File: src/rtl/volume_ramp_if.sv
// Sample stream interface for the volume ramp: upstream samples in, scaled samples out.
// The master modport is the side that feeds samples in and takes results out.
interface volume_ramp_if #(
    parameter int DATA_W = 24
);
    logic [DATA_W-1:0] in_data;
    logic              in_valid;
    logic              in_ready;
    logic [DATA_W-1:0] out_data;
    logic              out_valid;
    logic              out_ready;

    modport master (
        output in_data, in_valid, out_ready,
        input  in_ready, out_data, out_valid
    );

    modport slave (
        input  in_data, in_valid, out_ready,
        output in_ready, out_data, out_valid
    );
endinterface

File: src/rtl/volume_ramp.sv
// Output gain stage: scales signed samples by a Q2.14 gain that ramps linearly toward its
// target (or toward 0 on mute), then rounds and saturates, over a 2-stage valid/ready pipeline.
module volume_ramp #(
    parameter int DATA_W    = 24,
    parameter int GAIN_W    = 16,
    parameter int RAMP_STEP = 64
) (
    input  logic              clk,
    input  logic              reset,
    volume_ramp_if.slave      bus,
    input  logic [GAIN_W-1:0] i_targetGain,
    input  logic              i_mute,
    output logic              o_clip,
    output logic [GAIN_W-1:0] o_curGain
);
    localparam int PROD_W = DATA_W + GAIN_W + 1;
    localparam int FRAC_W = GAIN_W - 2;
    localparam logic signed [PROD_W-1:0] ROUND_BIAS = PROD_W'(1) << (FRAC_W - 1);
    localparam logic signed [PROD_W-1:0] SAT_MAX    = (PROD_W'(1) << (DATA_W - 1)) - PROD_W'(1);
    localparam logic signed [PROD_W-1:0] SAT_MIN    = ~SAT_MAX;

    typedef enum logic [1:0] {HOLD, RAMP_UP, RAMP_DOWN} gainState_t;

    gainState_t               r_state;
    gainState_t               w_stateNext;
    logic [GAIN_W-1:0]        r_curGain;
    logic [GAIN_W-1:0]        w_gainNext;
    logic [GAIN_W-1:0]        w_target;
    logic [GAIN_W:0]          w_gainUp;
    logic [GAIN_W:0]          w_gainDown;
    logic [GAIN_W-1:0]        w_upResult;
    logic [GAIN_W-1:0]        w_downResult;
    logic                     w_accept;
    logic                     w_s1Adv;

    logic                     r_s1Valid;
    logic signed [DATA_W-1:0] r_s1Data;
    logic [GAIN_W-1:0]        r_s1Gain;

    logic signed [PROD_W-1:0] w_prod;
    logic signed [PROD_W-1:0] w_round;
    logic [DATA_W-1:0]        w_satData;
    logic                     w_sat;

    logic                     r_outValid;
    logic [DATA_W-1:0]        r_outData;
    logic                     r_clip;

    assign w_s1Adv      = r_s1Valid & (~r_outValid | bus.out_ready);
    assign bus.in_ready = ~r_s1Valid | w_s1Adv;
    assign w_accept     = bus.in_valid & bus.in_ready;
    assign w_target     = i_mute ? '0 : i_targetGain;

    // One extra bit keeps the step from wrapping past full scale or below zero.
    assign w_gainUp     = {1'b0, r_curGain} + (GAIN_W+1)'(RAMP_STEP);
    assign w_gainDown   = {1'b0, r_curGain} - (GAIN_W+1)'(RAMP_STEP);
    assign w_upResult   = (w_gainUp >= {1'b0, w_target}) ? w_target : w_gainUp[GAIN_W-1:0];
    assign w_downResult = (w_gainDown[GAIN_W] || (w_gainDown[GAIN_W-1:0] <= w_target))
                          ? w_target : w_gainDown[GAIN_W-1:0];

    always_comb begin
        w_stateNext = r_state;
        w_gainNext  = r_curGain;
        if (w_accept) begin
            case (r_state)
                RAMP_UP: begin
                    if (w_target >= r_curGain) begin
                        w_gainNext  = w_upResult;
                        w_stateNext = (w_upResult == w_target) ? HOLD : RAMP_UP;
                    end else begin
                        w_gainNext  = w_downResult;
                        w_stateNext = (w_downResult == w_target) ? HOLD : RAMP_DOWN;
                    end
                end
                RAMP_DOWN: begin
                    if (w_target <= r_curGain) begin
                        w_gainNext  = w_downResult;
                        w_stateNext = (w_downResult == w_target) ? HOLD : RAMP_DOWN;
                    end else begin
                        w_gainNext  = w_upResult;
                        w_stateNext = (w_upResult == w_target) ? HOLD : RAMP_UP;
                    end
                end
                default: begin
                    if (w_target > r_curGain) begin
                        w_gainNext  = w_upResult;
                        w_stateNext = (w_upResult == w_target) ? HOLD : RAMP_UP;
                    end else if (w_target < r_curGain) begin
                        w_gainNext  = w_downResult;
                        w_stateNext = (w_downResult == w_target) ? HOLD : RAMP_DOWN;
                    end
                end
            endcase
        end
    end

    always_ff @(posedge clk or negedge reset) begin
        if (!reset) begin
            r_state   <= HOLD;
            r_curGain <= '0;
        end else begin
            r_state   <= w_stateNext;
            r_curGain <= w_gainNext;
        end
    end

    // Stage 1 captures the gain as it stood before this sample's ramp step.
    always_ff @(posedge clk or negedge reset) begin
        if (!reset) begin
            r_s1Valid <= 1'b0;
            r_s1Data  <= '0;
            r_s1Gain  <= '0;
        end else if (w_accept) begin
            r_s1Valid <= 1'b1;
            r_s1Data  <= bus.in_data;
            r_s1Gain  <= r_curGain;
        end else if (w_s1Adv) begin
            r_s1Valid <= 1'b0;
        end
    end

    assign w_prod  = r_s1Data * $signed({1'b0, r_s1Gain});
    assign w_round = (w_prod + ROUND_BIAS) >>> FRAC_W;

    always_comb begin
        w_sat     = 1'b0;
        w_satData = w_round[DATA_W-1:0];
        if (w_round > SAT_MAX) begin
            w_sat     = 1'b1;
            w_satData = SAT_MAX[DATA_W-1:0];
        end else if (w_round < SAT_MIN) begin
            w_sat     = 1'b1;
            w_satData = SAT_MIN[DATA_W-1:0];
        end
    end

    always_ff @(posedge clk or negedge reset) begin
        if (!reset) begin
            r_outValid <= 1'b0;
            r_outData  <= '0;
            r_clip     <= 1'b0;
        end else begin
            r_clip <= w_s1Adv & w_sat;
            if (w_s1Adv) begin
                r_outValid <= 1'b1;
                r_outData  <= w_satData;
            end else if (bus.out_ready) begin
                r_outValid <= 1'b0;
            end
        end
    end

    assign bus.out_data  = r_outData;
    assign bus.out_valid = r_outValid;
    assign o_clip        = r_clip;
    assign o_curGain     = r_curGain;
endmodule
File: src/flat_wrapper.sv
// flat-port wrapper written by rule: the top's interface ports become plain ports
module volume_ramp_flat 
#(
    parameter int DATA_W    = 24,
    parameter int GAIN_W    = 16,
    parameter int RAMP_STEP = 64
)
  (clk, reset, i_targetGain, i_mute, o_clip, o_curGain, bus_in_data, bus_in_valid, bus_out_ready, bus_in_ready, bus_out_data, bus_out_valid);
  volume_ramp_if #(.DATA_W(DATA_W)) bus_i ();
  input  logic clk;
  input  logic reset;
  input  logic [GAIN_W-1:0] i_targetGain;
  input  logic i_mute;
  output logic o_clip;
  output logic [GAIN_W-1:0] o_curGain;
  input wire logic [$bits(bus_i.in_data)-1:0] bus_in_data;
  input wire logic [$bits(bus_i.in_valid)-1:0] bus_in_valid;
  input wire logic [$bits(bus_i.out_ready)-1:0] bus_out_ready;
  output wire logic [$bits(bus_i.in_ready)-1:0] bus_in_ready;
  output wire logic [$bits(bus_i.out_data)-1:0] bus_out_data;
  output wire logic [$bits(bus_i.out_valid)-1:0] bus_out_valid;
  assign bus_i.in_data = bus_in_data;
  assign bus_i.in_valid = bus_in_valid;
  assign bus_i.out_ready = bus_out_ready;
  assign bus_in_ready = bus_i.in_ready;
  assign bus_out_data = bus_i.out_data;
  assign bus_out_valid = bus_i.out_valid;
  volume_ramp #(.DATA_W(DATA_W), .GAIN_W(GAIN_W), .RAMP_STEP(RAMP_STEP)) u_core (.clk(clk), .reset(reset), .bus(bus_i), .i_targetGain(i_targetGain), .i_mute(i_mute), .o_clip(o_clip), .o_curGain(o_curGain));
endmodule
File: config.mk
export PLATFORM = sky130hd
export DESIGN_NAME = volume_ramp_flat
export DESIGN_NICKNAME = d
export VERILOG_FILES = /design/src/rtl/volume_ramp_if.sv /design/src/rtl/volume_ramp.sv /design/src/flat_wrapper.sv
export SDC_FILE = /design/constraint.sdc
export NUM_CORES = 1
export LEC_CHECK = 0
export ABC_AREA = 1
export CORE_UTILIZATION = 45
export DETAILED_ROUTE_END_ITERATION = 8
export GPL_TIMING_DRIVEN = 1
export PLACE_DENSITY = 0.64
export SLEW_MARGIN = 20
export SYNTH_ARGS = -nofsm -noshare
export SYNTH_HDL_FRONTEND = slang
export SYNTH_SLANG_ARGS = --single-unit
File: constraint.sdc
create_clock -name clk -period 8.1 [get_ports clk]
set_clock_uncertainty 0.05 [all_clocks]
set_input_delay 0.81 -clock clk [delete_from_list [all_inputs] [get_ports clk]]
set_output_delay 0.81 -clock clk [all_outputs]
set_load 0.01 [all_outputs]
==> results.sh <==
export IMPL_fp_dieH_um=219.5
export IMPL_drt_wl_total_um=55430
export IMPL_cts_buffer_depth=2
export IMPL_wl_per_cell_um=15.89
export IMPL_required_ns=8.30
export IMPL_viasPerCell=4.996
export IMPL_postSynthNetCount=3476
export IMPL_antenna_found_initial=1
export IMPL_cts_tree="built"
export IMPL_io_pins=88
export IMPL_seq_area_frac_synth=0.09994
export IMPL_core_sq_mm=0.04656
export IMPL_tns_ns=0
export IMPL_path_clk_slew_ns=0.08
export IMPL_cts_setup_buffers=0
export IMPL_drt_first_iter_violations=1158
export IMPL_port_buffer_count=87
export IMPL_rr_worst_depth=22
export IMPL_max_cap_violations=0
export IMPL_numCtsBuffers=9
export IMPL_syn_area_per_cell_sq_um=7.364
export IMPL_vias=17430
export IMPL_ant_nets=0
export IMPL_crit_fanout=25
export IMPL_post_place_cells=3472
export IMPL_synth_area_sq_mm=0.02128
export IMPL_grt_overflow_total=0
export IMPL_worstSetupStartpointType="register"
export IMPL_mostFrequentLayoutCells="840 x inv_1, 757 x nand2_1, 376 x fa_1"
export IMPL_worst_hold_path_type="primary input to asynchronous set/reset pin"
export IMPL_start_util=0.4571
export IMPL_async_flop_share=1.000
export IMPL_clkLatencyLatePin_ns=0.39
export IMPL_firstDrtPassIters=5
export IMPL_syn_inst=2890
export IMPL_root_buffer="clkbuf_16"
export IMPL_stdcell_count=3489
export IMPL_die_area_sq_mm=0.04817
export IMPL_grt_pass1_wl_um=93800
export IMPL_cts_sinks=85
export IMPL_ys_top_cells_by_area="fa_1 35%, inv_1 15%, nand2_1 13%, dfrtp_1 10%, ha_1 9.7%"
export IMPL_tightest_slew_ns=1.143
export IMPL_route_detailed_drc=0
export IMPL_setup_violations=0
export IMPL_synth_edf_count=0
export IMPL_fin_crit_sh=0.8787
export IMPL_setup_worst_path_class="register to register"
export IMPL_ys_ff_latch=85
export IMPL_hpwlAfterDp_um=45620
export IMPL_hold_viol=0
export IMPL_crit_arrival_ns=7.32
export IMPL_grt_pass1_vias=18700
export IMPL_synth_flop_cell="dfrtp_1"
export IMPL_rsz0062_at_grt="no"
export IMPL_status="finished, final reports clean"
export IMPL_fmax_mhz=140.5
export IMPL_nets=3462
export IMPL_grt_max_degree=59
export IMPL_gp_congestion=0.9110
export IMPL_endpoint_kind="register"
export IMPL_synth_distinct_cells=47
export IMPL_relSlewSlack=0.2382
export IMPL_yosysWarnings=0
export IMPL_rows=79
export IMPL_yosys_area_top_type="fa_1"
export IMPL_grtUsageTotal=0.2504
export IMPL_mostFrequentLayoutCell="inv_1"
export IMPL_ctsHoldBuffers=0
export IMPL_period_needed_ns=7.117
export IMPL_drive_above_1_share=0.02499
export IMPL_area_growth_pct=7.243
export IMPL_maxSlewViolCount=0
export IMPL_htreeDepth=3
export IMPL_yosysTopAreaCellShare=0.3537
export IMPL_die_w_um=219.5
export IMPL_postCtsResizedCells=0
## metal layers
| metal | up-vias | global-route usage | routed length, um |
|---|---|---|---|
| li1 | 8304 | - | - |
| met1 | 8519 | 0.3182 | 23610 |
| met2 | 495 | 0.4333 | 27250 |
| met3 | 112 | 0.03230 | 2688 |
| met4 | 0 | 0.09375 | 1881 |
| met5 | - | 0 | 0 |
## kinds of logic after synthesis
| group | share of synthesized area |
|---|---|
| and+or+nand+nor | 0.1905 |
| AOI/OAI and AO/OA | 0.06690 |
| DFF | 0.09994 |
| xor gates and xnor gates | 0.01764 |
| buffers and inverters | 0.1743 |
| adders and majority gates | 0.4507 |
## Yosys cell counts (10+ instances only)
| library cell | instances |
|---|---|
| inv_1 | 840 |
| nand2_1 | 758 |
| fa_1 | 376 |
| ha_1 | 165 |
| nor2_1 | 127 |
| clkbuf_1 | 104 |
| dfrtp_1 | 85 |
| a21oi_1 | 83 |
| o21ai_0 | 74 |
| nand3_1 | 65 |
| xor2_1 | 30 |
| nand4_1 | 26 |
| a21oi_2 | 18 |
| nor3_1 | 15 |
| a22oi_1 | 11 |
| o211ai_1 | 11 |
| xnor2_1 | 11 |
| a21o_1 | 10 |
## sequential cells by signal, summed over array words and instances, names as in the netlist
| signal | cells |
|---|---|
| u_core.bus.out_valid | 1 |
| u_core.r_s1Valid | 1 |
| u_core.o_curGain | 16 |
| u_core.bus.out_data | 24 |
| u_core.r_s1Data | 24 |
| u_core.r_s1Gain | 16 |
| u_core.r_state | 2 |
| u_core.o_clip | 1 |
## cell type report
type                    count  area (sq um)
diodes                      1         2.502
flip-flops and latches     85          2127
fillers                  4584         23730
clock buffers              11         252.7
repair buffers            101         973.4
well taps                 607         759.5
inverters                 844          3168
clock inverters             5         88.84
multi-input cells        1835         15450
## worst paths after layout
kind / start / end / slack, ns
setup / recovery: u_core.r_s1Gain[6] / u_core.bus.out_data[1] / 0.98
hold / removal: reset / u_core.bus.out_data[4] / 0.30
setup reg to reg: u_core.r_s1Gain[6] / u_core.bus.out_data[1] / 0.98
hold reg to reg: u_core.bus.out_data[23] / u_core.bus.out_data[23] / 0.47
max in group asynchronous: reset / u_core.r_s1Data[0] / 6.49
min in group clk: u_core.bus.out_data[23] / u_core.bus.out_data[23] / 0.47
## per-stage QoR
step           setup WS, ns    util  cell area [sq um]  hold slack [ns]
2_1_floorplan         1.855       -              21280           0.4244
3_3_place_gp          1.160  0.4829              22480           0.4485
3_5_place_dp          1.033  0.4829              22480           0.4460
4_1_cts              0.9806  0.4902              22820           0.2922
5_1_grt              0.4867  0.4903              22820           0.3080
6_report             0.9829  0.4903              22820           0.3001
## critical path: stages, from the launching register on
cell      delay [ns]
dfrtp_1         1.10
nand2_1         0.24
fa_1            0.59
fa_1            0.50
inv_1           0.31
fa_1            0.50
fa_1            0.51
fa_1            0.51
inv_1           0.05
fa_1            0.47
inv_1           0.04
ha_1            0.36
a21oi_1         0.25
o21ai_0         0.19
nand2_1         0.10
o211ai_1        0.09
a31oi_1         0.20
nand3_1         0.09
nand2_1         0.13
nand3_2         0.12
a21oi_4         0.13
buf_4           0.33
a21oi_1         0.11
Power is not shown: default switching activity piles up to over one toggle a cycle in this logic, so the estimate is an artifact.
